**src/rtl/p1_code_writer_pkg.sv**
```systemverilog
// Shared constants and state encoding for the code-exchange blocks.
package p1_code_writer_pkg;
  localparam int DEPTH  = 32;
  localparam int ADDR_W = 5;
  localparam int SYM_W  = 3;
  localparam logic [SYM_W-1:0] SYM_MAX = {SYM_W{1'b1}};

  typedef enum logic [1:0] {
    S_IDLE   = 2'd0,
    S_RECORD = 2'd1,
    S_SEALED = 2'd2
  } state_e;

  // Saturating +1 for a pending hold duration.
  function automatic logic [SYM_W-1:0] sat_inc(input logic [SYM_W-1:0] v);
    return (v == SYM_MAX) ? v : v + 1'b1;
  endfunction
endpackage

```
**src/rtl/p1_code_writer_key_edge.sv**
```systemverilog
// Falling-edge detector for an active-low key; one pulse per press.
module p1_code_writer_key_edge (
  input  logic clock,
  input  logic resetn,
  input  logic key_i,
  output logic fall_o
);
  logic prev_q;

  // Track the key every cycle; released (1) after reset.
  always_ff @(posedge clock) begin
    if (!resetn) prev_q <= 1'b1;
    else         prev_q <= key_i;
  end

  assign fall_o = prev_q & ~key_i;
endmodule

```
**src/rtl/p1_code_writer.sv**
```systemverilog
// Player-1 code writer: records hold-duration symbols, seals, and serves reads.
module p1_code_writer
  import p1_code_writer_pkg::*;
(
  input  logic              clock,
  input  logic              resetn,
  input  logic              enable,
  input  logic              user_input,
  input  logic              next_input,
  input  logic              done_input,
  input  logic              clear,
  input  logic [ADDR_W-1:0] rd_addr,
  output logic [SYM_W-1:0]  rd_data,
  output logic [ADDR_W:0]   length,
  output logic [SYM_W-1:0]  hold_level,
  output logic              sealed,
  output logic              full,
  output logic              overflow
);
  state_e            state_q, state_d;
  logic [ADDR_W:0]   length_q, length_d;
  logic [SYM_W-1:0]  hold_q, hold_d;
  logic              ovf_q, ovf_d;
  logic [SYM_W-1:0]  rd_q;
  logic              mem_we;
  logic              next_ev, done_ev;
  logic [SYM_W-1:0]  mem [DEPTH];

  p1_code_writer_key_edge u_next (
    .clock(clock), .resetn(resetn), .key_i(next_input), .fall_o(next_ev)
  );
  p1_code_writer_key_edge u_done (
    .clock(clock), .resetn(resetn), .key_i(done_input), .fall_o(done_ev)
  );

  assign full = (length_q == (ADDR_W+1)'(DEPTH));

  // Next-state: clear wins, otherwise per-state recording rules.
  always_comb begin
    state_d  = state_q;
    length_d = length_q;
    hold_d   = hold_q;
    ovf_d    = ovf_q;
    mem_we   = 1'b0;
    if (clear) begin
      state_d  = S_IDLE;
      length_d = '0;
      hold_d   = '0;
      ovf_d    = 1'b0;
    end else begin
      case (state_q)
        S_IDLE: if (enable) state_d = S_RECORD;
        S_RECORD: if (enable) begin
          if (!user_input) hold_d = sat_inc(hold_q);
          if (next_ev || done_ev) begin
            // Commit the pre-increment duration; a still-held key restarts at 1.
            if (hold_q != '0) begin
              if (!full) begin
                mem_we   = 1'b1;
                length_d = length_q + 1'b1;
              end else begin
                ovf_d = 1'b1;
              end
            end
            hold_d = user_input ? '0 : SYM_W'(1);
          end
          // Sealing an empty sequence is ignored.
          if (done_ev && (length_q != '0 || hold_q != '0)) state_d = S_SEALED;
        end
        default: ;
      endcase
    end
  end

  // State registers with synchronous active-low reset.
  always_ff @(posedge clock) begin
    if (!resetn) begin
      state_q  <= S_IDLE;
      length_q <= '0;
      hold_q   <= '0;
      ovf_q    <= 1'b0;
    end else begin
      state_q  <= state_d;
      length_q <= length_d;
      hold_q   <= hold_d;
      ovf_q    <= ovf_d;
    end
  end

  // Symbol store write; contents survive reset, length masks stale entries.
  always_ff @(posedge clock) begin
    if (mem_we) mem[length_q[ADDR_W-1:0]] <= hold_q;
  end

  // Registered read; only valid, sealed entries are visible.
  always_ff @(posedge clock) begin
    if (!resetn)
      rd_q <= '0;
    else if (state_q == S_SEALED && {1'b0, rd_addr} < length_q)
      rd_q <= mem[rd_addr];
    else
      rd_q <= '0;
  end

  assign rd_data    = rd_q;
  assign length     = length_q;
  assign hold_level = hold_q;
  assign sealed     = (state_q == S_SEALED);
  assign overflow   = ovf_q;
endmodule
```
**config.mk**
```make
export PLATFORM = sky130hd
export DESIGN_NAME = p1_code_writer
export DESIGN_NICKNAME = d
export VERILOG_FILES = /design/src/rtl/p1_code_writer_pkg.sv /design/src/rtl/p1_code_writer_key_edge.sv /design/src/rtl/p1_code_writer.sv
export SDC_FILE = /design/constraint.sdc
export NUM_CORES = 1
export LEC_CHECK = 0
export BUFFER_PORTS_ARGS = -buffer_cell sky130_fd_sc_hd__buf_2
export CAP_MARGIN = 20
export CORE_ASPECT_RATIO = 0.5
export CORE_MARGIN = 1.5
export CORE_UTILIZATION = 52
export CTS_CLUSTER_SIZE = 40
export DETAILED_ROUTE_END_ITERATION = 10
export PLACE_DENSITY = 0.8
export SLEW_MARGIN = 10
export SYNTH_ARGS = -nofsm -noshare
export SYNTH_HDL_FRONTEND = slang
export SYNTH_SLANG_ARGS = --single-unit
```
**constraint.sdc**
```tcl
create_clock -name clock -period 5.2 [get_ports clock]
set_clock_uncertainty 0.15 [all_clocks]
set_input_delay 0.52 -clock clock [delete_from_list [all_inputs] [get_ports clock]]
set_output_delay 0.52 -clock clock [all_outputs]
set_load 0.05 [all_outputs]
```
==> results by group, run 1 <==
Run status
  – Status: finished, final reports clean

Logic synthesis
  – Synth Warn #: 0
  – Post-synth EDFFs: 96
  – Cells after Synth: 320
  – Avg Synthesized Cell Area: 15.6 um2
  – Mapped Nets: 343
  – Async SR Flop Fraction: 0%
  – Predominant post-synthesis flop cell: edfxtp_1
  – Post-Synthesis Cell Area: 0.00500 mm2
  – Library cells used by synthesis: 50
  – Post-synthesis register bit count: 113
  – Sequential share of the synthesized area: 64.4%

Global routing
  – Grt total ovfl: 0
  – Gr usage total: 20.7%
  – Vias in the first global route: 2,766
  – Initial antenna violation count: 0
  – First-pass GRT wire length: roughly 15,000 um
  – Largest net degree at the start of global routing: 38

Placed design
  – Detailed Place HPWL: approximately 6500 um
  – Buffers added on ports: 26
  – GPL Wtd Cong: 0.821
  – Dpl cells: 459
  – Placed instance area: between 0.005 and 0.006 mm2
  – Dpl ws: 2.54 ns

Routing
  – Total wire length: 9780 um
  – First-pass DRT Iterations: 5
  – DRC Markers: 0
  – Routed Antenna Nets: 0
  – DRT iter0 DRCs: roughly 310
  – Drt wl/cell: roughly 20 um
  – Via count: 2,882
  – Via density: between 5 and 6

Timing
  – Min cycle time layout: 2.57 ns
  – Worst slew pin tran: 1.05 ns
  – Slew Limit Fails: 0
  – Fmax: 390 MHz
  – Setup ws final: approximately 2.6 ns
  – Period utilization: about 49%
  – TNS Setup: 0 ns
  – Max-slew headroom at the worst pin: ~30%
  – Final setup viols: 0
  – Hold Fails Final Rpt: 0
  – RSZ-0062 raised after global routing: no

Cells and area
  – Fraction of layout cells with a size suffix above 1: 22.5%
  – Most frequent cells in the layout: 96 x edfxtp_1, 49 x nor2_1, 26 x buf_2, 25 x mux2i_1
  – Commonest non-fill, non-tap cell in the layout: edfxtp_1
  – Ant diodes: 0
  – Layout Nets: 380
  – Fillers: between 600 and 700
  – Non-filler cells in the finished layout: 490
  – Final Cell Area: between 0.005 and 0.006 mm2
  – Area added between synthesis and finish: 13.7%

Clocking
  – Postcts setup bufs: 0
  – CTS tree: yes
  – Clock tree root buffer cell: clkbuf_16
  – Clock Path Buffers: 2
  – Resized cells post-CTS: 0
  – CTS H-Tree Depth: 4
  – TritonCTS Buffers: 17
  – Worst-skew pair later-pin latency: 0.41 ns
  – Clk sink count: 113
  – Worst-path clk slew: 0.05 ns
  – CTS hold repair buffers: 0

Floorplanning
  – Die Area: between 0.01 and 0.015 mm2
  – Die Height: 72.4 um
  – I/O pins: 27
  – Row cnt: 25
  – Die width: roughly 140 um
  – Starting Density: 53.3%
  – Core Box Area: roughly 0.0094 mm2

Critical path
  – CP Max Fanout: 8
  – Startpoint Class: flip-flop
  – Worst EP arrival: about 2.5 ns
  – Cell Chain, Critical Path: inv_1 > ha_1 > nor2b_1 > a211oi_4 > nor3b_4 > nand2_4 > nor2_1
  – CP required: 5.13 ns
  – Largest stage delay, worst path: 0.51 ns
  – Slowest-stage cell, CP: nor3b_4
  – Worst Setup End Kind: flip-flop
  – WS Path Type: flip-flop to flip-flop

Power
  – Leak Pwr: around 2.1 nW
  – Power Density: 351 mW/mm2
  – Peak supply drop: between 0.2 and 0.25 mV
  – Power Total: 2.00 mW

Worst hold path
  – Worst min-delay path class: primary input to flip-flop

Flow run
  – Max_cap viols: 0
kinds of logic (layout without fill, tap and decap cells):
logic type / after synthesis / after routing / synth area share [%]
buffers and inverters: 19 / 68 / 2.70
AOI/OAI and AO/OA: 37 / 37 / 7.30
adders and majority gates: 11 / 11 / 2.75
muxes: 37 / 37 / 10.4
and+or+nand+nor: 98 / 98 / 11.6
DFF: 113 / 113 / 64.4
xor gates and xnor gates: 5 / 5 / 0.875
per-layer routing:
metal | vias up | global-route usage [%] | routed length [um]
met5 | - | 0 | 0
met4 | 0 | 8.48 | 117
met3 | 11 | 6.14 | 722
met2 | 116 | 32.0 | 4630
met1 | 1451 | 28.0 | 4310
li1 | 1304 | - | -
registers in the layout (all words and copies together), names as in the netlist:
signal and flops:
mem 96, length 6, hold_level 3, rd_data 3
state_q 2, overflow 1, u_done.prev_q 1, u_next.prev_q 1
synth_stat cells (all sizes together) (2+ instances only):
library cell	n	area share (%)
a22o	6	1.1
clkbuf	3	0.23
nor2b	10	1.3
xnor2	4	0.70
a2111oi	3	1.7
edfxtp	96	58
ha	11	2.8
nand2	9	1.3
a211oi	4	0.85
nand2b	8	1.3
nor2	50	3.9
mux2i	25	5.0
buf	8	1.9
inv	8	0.60
a21o	2	0.30
dfxtp	17	6.8
mux4	12	5.4
a221oi	6	1.3
o22ai	3	0.38
nor3b	2	0.53
nand3b	2	0.55
a22oi	2	0.30
a21oi	4	0.40
nand4	2	0.25
nand3	6	0.60
nor4b	3	0.90
worst max-delay path: cells and delay by family (launching register included):
kind	cells	cell delay [ns]
simple gates	4	1.16
buf+inv	1	0.06
compound gates	1	0.37
flops	1	0.33
fa+ha+maj	1	0.18
per-stage QoR:
| step | hold WS [ns] | utilization [%] |
|---|---|---|
| 6_report | 0.161 | 60.6 |
| 2_1_floorplan | 0.310 | - |
| 4_1_cts | 0.156 | 60.6 |
| 3_3_place_gp | 0.302 | 55.4 |
| 5_1_grt | 0.163 | 60.6 |
| 3_5_place_dp | 0.311 | 55.4 |
final timing paths:
path	from	to	slack, ns	depth (start not counted)
setup / recovery	hold_level[0]$_SDFFE_PP0P_	mem[25][1]$_DFFE_PP_	2.63	7
setup reg to reg	hold_level[0]$_SDFFE_PP0P_	mem[25][1]$_DFFE_PP_	2.63	7
hold / removal	done_input	u_done.prev_q$_SDFF_PN1_	0.16	2
hold reg to reg	overflow$_SDFFE_PP0P_	overflow$_SDFFE_PP0P_	0.32	2
final cells by class:
class / count / area [um2] / share of cell area, %
Clock buffer: 20 / 437 / 7.68
Inverter: 8 / 30.0 / 0.528
Multi-Input combinational cell: 188 / 1650 / 28.9
Tap cell: 121 / 151 / 2.66
Sequential cell: 113 / 3220 / 56.7
Timing Repair Buffer: 29 / 153 / 2.68
Clock inverter: 11 / 48.8 / 0.858
report_power, final:
| group | internal (mW) | switching [mW] | leakage, nW |
|---|---|---|---|
| combinational | 0.0325 | 0.0408 | 0.772 |
| clock | 0.588 | 0.363 | 0.244 |
| sequential | 0.972 | 0.00129 | 1.07 |
No activity file was read; power rests on OpenSTA's default activity.
==> inputs of run 2 (changes only) <==
Clock period 5.2 ns to 2.55 ns, I/O delays scaled along.
==> run 2 against run 1 <==
Against the previous run: critical path type unchanged; flip-flop and latch count unchanged; via count up 0.66%; non-clock buffer count up 7; clock power rose to 2.8 times the previous value; largest cell class unchanged; routed wire length up 0.86%.
==> results by group, run 2 (same netlist as run 1, synthesis figures left out) <==
Global routing
  – Initial antenna violation count: 0
  – Gr usage total: 21.0%
  – First-pass GRT wire length: approximately 16,000 um
  – Largest net degree at the start of global routing: 38
  – Grt total ovfl: 0
  – Vias in the first global route: 2,938

Clocking
  – TritonCTS Buffers: 17
  – Worst-path clk slew: ~0.05 ns
  – CTS tree: yes
  – Clock Path Buffers: 2
  – Worst-skew pair later-pin latency: around 0.41 ns
  – Postcts setup bufs: 0
  – Resized cells post-CTS: 0
  – CTS H-Tree Depth: 4
  – CTS hold repair buffers: 4
  – Clk sink count: between 100 and 150
  – Clock tree root buffer cell: clkbuf_16

Floorplanning
  – Die Area: 0.0103 mm2
  – Core Box Area: 0.00938 mm2
  – Die Height: ~72 um
  – I/O pins: 27
  – Starting Density: between 50% and 60%
  – Row cnt: 25
  – Die width: 142 um

Placed design
  – GPL Wtd Cong: 0.842
  – Buffers added on ports: 26
  – Dpl cells: 462
  – Detailed Place HPWL: 6310 um

Routing
  – Drt wl/cell: around 20 um
  – First-pass DRT Iterations: 4
  – DRT iter0 DRCs: 261
  – Via count: 2,901
  – Total wire length: 9860 um
  – Routed Antenna Nets: 0
  – Via density: 5.83
  – DRC Markers: 0

Timing
  – Period utilization: 92.2%
  – Hold Fails Final Rpt: 0
  – Final setup viols: 0
  – RSZ-0062 raised after global routing: no
  – TNS Setup: 0 ns
  – Fmax: 425 MHz
  – Max-slew headroom at the worst pin: between 60% and 70%
  – Slew Limit Fails: 0
  – Worst slew pin tran: 0.546 ns
  – Min cycle time layout: 2.35 ns

Power
  – Power Density: ~800 mW/mm2
  – Leak Pwr: 2.28 nW
  – Peak supply drop: 0.537 mV

Cells and area
  – Fraction of layout cells with a size suffix above 1: about a quarter
  – Commonest non-fill, non-tap cell in the layout: edfxtp_1
  – Max FFs per register: 96
  – Non-filler cells in the finished layout: 498
  – Most frequent cells in the layout: 96 x edfxtp_1, 49 x nor2_1, 26 x buf_2, 25 x mux2i_1, 17 x clkbuf_16
  – Ant diodes: 0
  – Multi-input gate area in the final layout: between 0.0015 and 0.002 mm2
  – Fillers: 635
  – Register area: 0.00323 mm2
  – Area added between synthesis and finish: 19.2%
  – Layout Nets: 387

Critical path
  – RR Endpoint: mem[0][1]$_DFFE_PP_
  – CP Launch Point: length[1]$_SDFFE_PP0P_
  – Worst Setup End Kind: flip-flop
  – R2R depth: 7
  – Worst EP arrival: approximately 2.3 ns
  – WS Path Type: flip-flop to flip-flop
  – CP required: 2.47 ns
  – CP Max Fanout: 8
  – Startpoint Class: flip-flop
  – R2R Path Start: length[1]$_SDFFE_PP0P_
  – R2R setup slack: 0.20 ns
  – Worst Setup EP: mem[0][1]$_DFFE_PP_

Flow run
  – Max_cap viols: 0

Worst hold path
  – Worst min-delay path class: primary input to flip-flop

Run status
  – Status: finished, final reports clean
## run 2: cell types whose count changed in the layout (fill, tap and decap cells not counted), sizes merged
cell         previous run  this run
buf                    29        32
bufinv                  0         6
clkinv                 11         6
dlygate4sd3             0         4
## run 2: critical path: stages, from the launching register on
cell     delay (ns)
dfxtp_1        0.40
inv_1          0.12
ha_1           0.26
nand2_1        0.13
nor2_4         0.06
nor3b_4        0.44
nand2_4        0.17
nor2_1         0.29
## run 2: worst min path at each step
stage | depth (start not counted) | startpoint | to
2_1_floorplan | 1 | resetn | u_done.prev_q$_SDFF_PN1_
3_3_place_gp | 2 | overflow$_SDFFE_PP0P_ | overflow$_SDFFE_PP0P_
3_5_place_dp | 2 | done_input | u_done.prev_q$_SDFF_PN1_
4_1_cts | 3 | user_input | hold_level[0]$_SDFFE_PP0P_
5_1_grt | 3 | user_input | hold_level[0]$_SDFFE_PP0P_
6_report | 3 | user_input | hold_level[0]$_SDFFE_PP0P_
## run 2: through the flow
step	hold WS, ns	utilization, %	instance area [um2]	setup slack, ns	power (mW)
3_3_place_gp	0.302	55.9	5250	0.307	2.16
4_1_cts	0.000660	63.5	5960	0.194	4.83
2_1_floorplan	0.178	-	5010	0.0212	2.14
5_1_grt	0.0281	63.5	5960	0.0421	4.92
3_5_place_dp	0.312	55.9	5250	0.222	2.17
6_report	0.0112	63.5	5960	0.200	4.81
## run 2: where the power goes
part	switching [mW]	internal [mW]
Clock	0.772	1.89
Sequential	0.00253	1.98
Combinational	0.0870	0.0714
## run 2: metal layers
| layer | GRT usage [%] | vias to the layer above | share of wire, % |
|---|---|---|---|
| met2 | 33.4 | 102 | 48 |
| met1 | 27.0 | 1465 | 45 |
| met4 | 8.02 | 0 | 1.3 |
| li1 | - | 1323 | - |
| met3 | 7.26 | 11 | 5.7 |
| met5 | 0 | - | 0 |
## run 2: final cells by class
cell class                      instances  share of cell area (%)
Sequential cell                       113                    54.2
Multi-Input combinational cell        188                    27.6
Clock buffer                           20                    7.83
Timing Repair Buffer                   36                    3.82
Clock inverter                         12                    3.50
Tap cell                              121                    2.54
Inverter                                8                   0.504
==> inputs of run 3 (changes only) <==
Settings changed: PLACE_DENSITY 0.8 to 0.79.
==> run 3 against run 2 <==
Against the previous run: utilization down 1.3 points; global-route usage about the same; setup slack worse by 0.0044 ns; critical path type unchanged; largest cell class unchanged.
==> results by group, run 3 (same netlist as run 1, synthesis figures left out) <==
Placed design
  – Buffers added on ports: 26
  – Detailed Place HPWL: 6480 um
  – Dpl ws: 0.224 ns
  – GPL Wtd Cong: just under 0.9
  – Dpl cells: 464

Clocking
  – Worst-path clk slew: 0.05 ns
  – CTS tree: yes
  – TritonCTS Buffers: 17
  – Clock tree root buffer cell: clkbuf_16
  – CTS H-Tree Depth: 4
  – Worst-skew pair later-pin latency: 0.40 ns
  – Clk sink count: ~110
  – Clock Path Buffers: 2

Global routing
  – Initial antenna violation count: 0
  – Grt total ovfl: 0
  – Vias in the first global route: about 3,000
  – Gr usage total: 21.0%
  – Largest net degree at the start of global routing: 37
  – First-pass GRT wire length: 15,500 um

Floorplanning
  – Row cnt: 25
  – Die Height: 72.4 um
  – Core Box Area: ~0.0094 mm2
  – Starting Density: 53.3%
  – Die Area: between 0.01 and 0.015 mm2
  – I/O pins: 27
  – Die width: approximately 140 um

Routing
  – DRC Markers: 0
  – Drt wl/cell: 19.5 um
  – Total wire length: 9730 um
  – First-pass DRT Iterations: 7
  – Via count: 2,877
  – Via density: about 5.8
  – DRT iter0 DRCs: between 200 and 250
  – Routed Antenna Nets: 0

Critical path
  – Worst EP arrival: between 2 and 2.5 ns
  – Worst Setup End Kind: flip-flop
  – Startpoint Class: flip-flop
  – WS Path Type: flip-flop to flip-flop
  – CP required: roughly 2.5 ns
  – CP Max Fanout: 8

Timing
  – Period utilization: 92.3%
  – Hold Fails Final Rpt: 0
  – TNS Setup: 0 ns
  – Max-slew headroom at the worst pin: 55.1%
  – Worst slew pin tran: 0.673 ns
  – RSZ-0062 raised after global routing: no
  – Slew Limit Fails: 0
  – Fmax: 425 MHz
  – Min cycle time layout: 2.35 ns
  – Final setup viols: 0
  – Hold slack final: 0.0430 ns
  – Setup ws final: 0.195 ns

Power
  – Switch share: 19.8%
  – Power Density: 739 mW/mm2
  – Internal power: 3.46 mW
  – Leak Pwr: between 2 and 2.5 nW
  – Peak supply drop: 0.506 mV
  – Sw Pwr: 0.855 mW
  – Power Total: 4.32 mW
  – Comb pwr share: 3.7%
  – Sequential power share: 45.9%
  – Clock power share: between 50% and 60%

Cells and area
  – Non-filler cells in the finished layout: 500
  – Max FFs per register: 96
  – Commonest non-fill, non-tap cell in the layout: edfxtp_1
  – Fraction of layout cells with a size suffix above 1: 25.1%
  – Layout Nets: between 300 and 400
  – Most frequent cells in the layout: 96 x edfxtp_1, 49 x nor2_1, 26 x buf_2, 25 x mux2i_1, 17 x clkbuf_16
  – Ant diodes: 0
  – Area added between synthesis and finish: 16.8%

Run status
  – Status: finished, final reports clean

Flow run
  – Max_cap viols: 0

Worst hold path
  – Worst min-delay path class: primary input to flip-flop
-- run 3: cell count changes in the layout (fill, tap and decap cells not counted), moves of 2 or more --
cell / delta
clkinv_1: +3
clkbuf_8: -3
bufinv_16: -4
clkinv_4: +2
buf_4: +3
clkbuf_1: +2
-- run 3: repair_timing --
item,CTS,global route
setup buffers,0,0
hold buffers,4,0
endpoints found under the hold margin,2,0
endpoints found under the setup margin,0,0
gates resized for setup,0,0
-- run 3: stage by stage --
step                area (um2)  util [%]
finish                    5840      62.3
CTS                       5840      62.3
global placement          5250      55.9
floorplan                 5010         -
detailed placement        5250      55.9
global route              5840      62.3
-- run 3: layer usage --
| metal | global-route usage, % | wire length, um | up-vias |
|---|---|---|---|
| met5 | 0 | 0 | - |
| met1 | 25.9 | 4160 | 1441 |
| li1 | - | - | 1323 |
| met4 | 8.48 | 95 | 0 |
| met3 | 6.47 | 591 | 12 |
| met2 | 35.1 | 4880 | 101 |
-- run 3: cell type report --
type | instances | area, um2
clock inverters | 13 | 120
repair buffers | 38 | 230
fillers | 667 | 3540
well taps | 121 | 151
flip-flops and latches | 113 | 3230
inverters | 8 | 30.0
clock buffers | 19 | 433
multi-input cells | 188 | 1650
-- run 3: worst max-delay path, cell delays in order, from the launching register on --
cell,delay [ns]
dfxtp_1,0.39
inv_1,0.12
ha_1,0.26
nand2_1,0.13
nor2_4,0.06
nor3b_4,0.44
nand2_4,0.17
nor2_1,0.30
-- run 3: final timing paths --
kind / slack, ns / endpoint / from / cells after the start
worst max-delay path: 0.20 / mem[30][0]$_DFFE_PP_ / length[1]$_SDFFE_PP0P_ / 7
worst min-delay path: 0.04 / hold_level[0]$_SDFFE_PP0P_ / user_input / 3
worst max register to register: 0.20 / mem[30][0]$_DFFE_PP_ / length[1]$_SDFFE_PP0P_ / 7
worst min register to register: 0.32 / overflow$_SDFFE_PP0P_ / overflow$_SDFFE_PP0P_ / 2
-- run 3: power groups by stage --
stage | clock (mW) | combinational (mW) | sequential, mW
finish | 2.18 | 0.158 | 1.98
global route | 2.29 | 0.169 | 1.98
CTS | 2.20 | 0.156 | 1.98
detailed placement | 0 | 0.151 | 2.02
global placement | 0 | 0.146 | 2.02
floorplan | 0 | 0.118 | 2.02
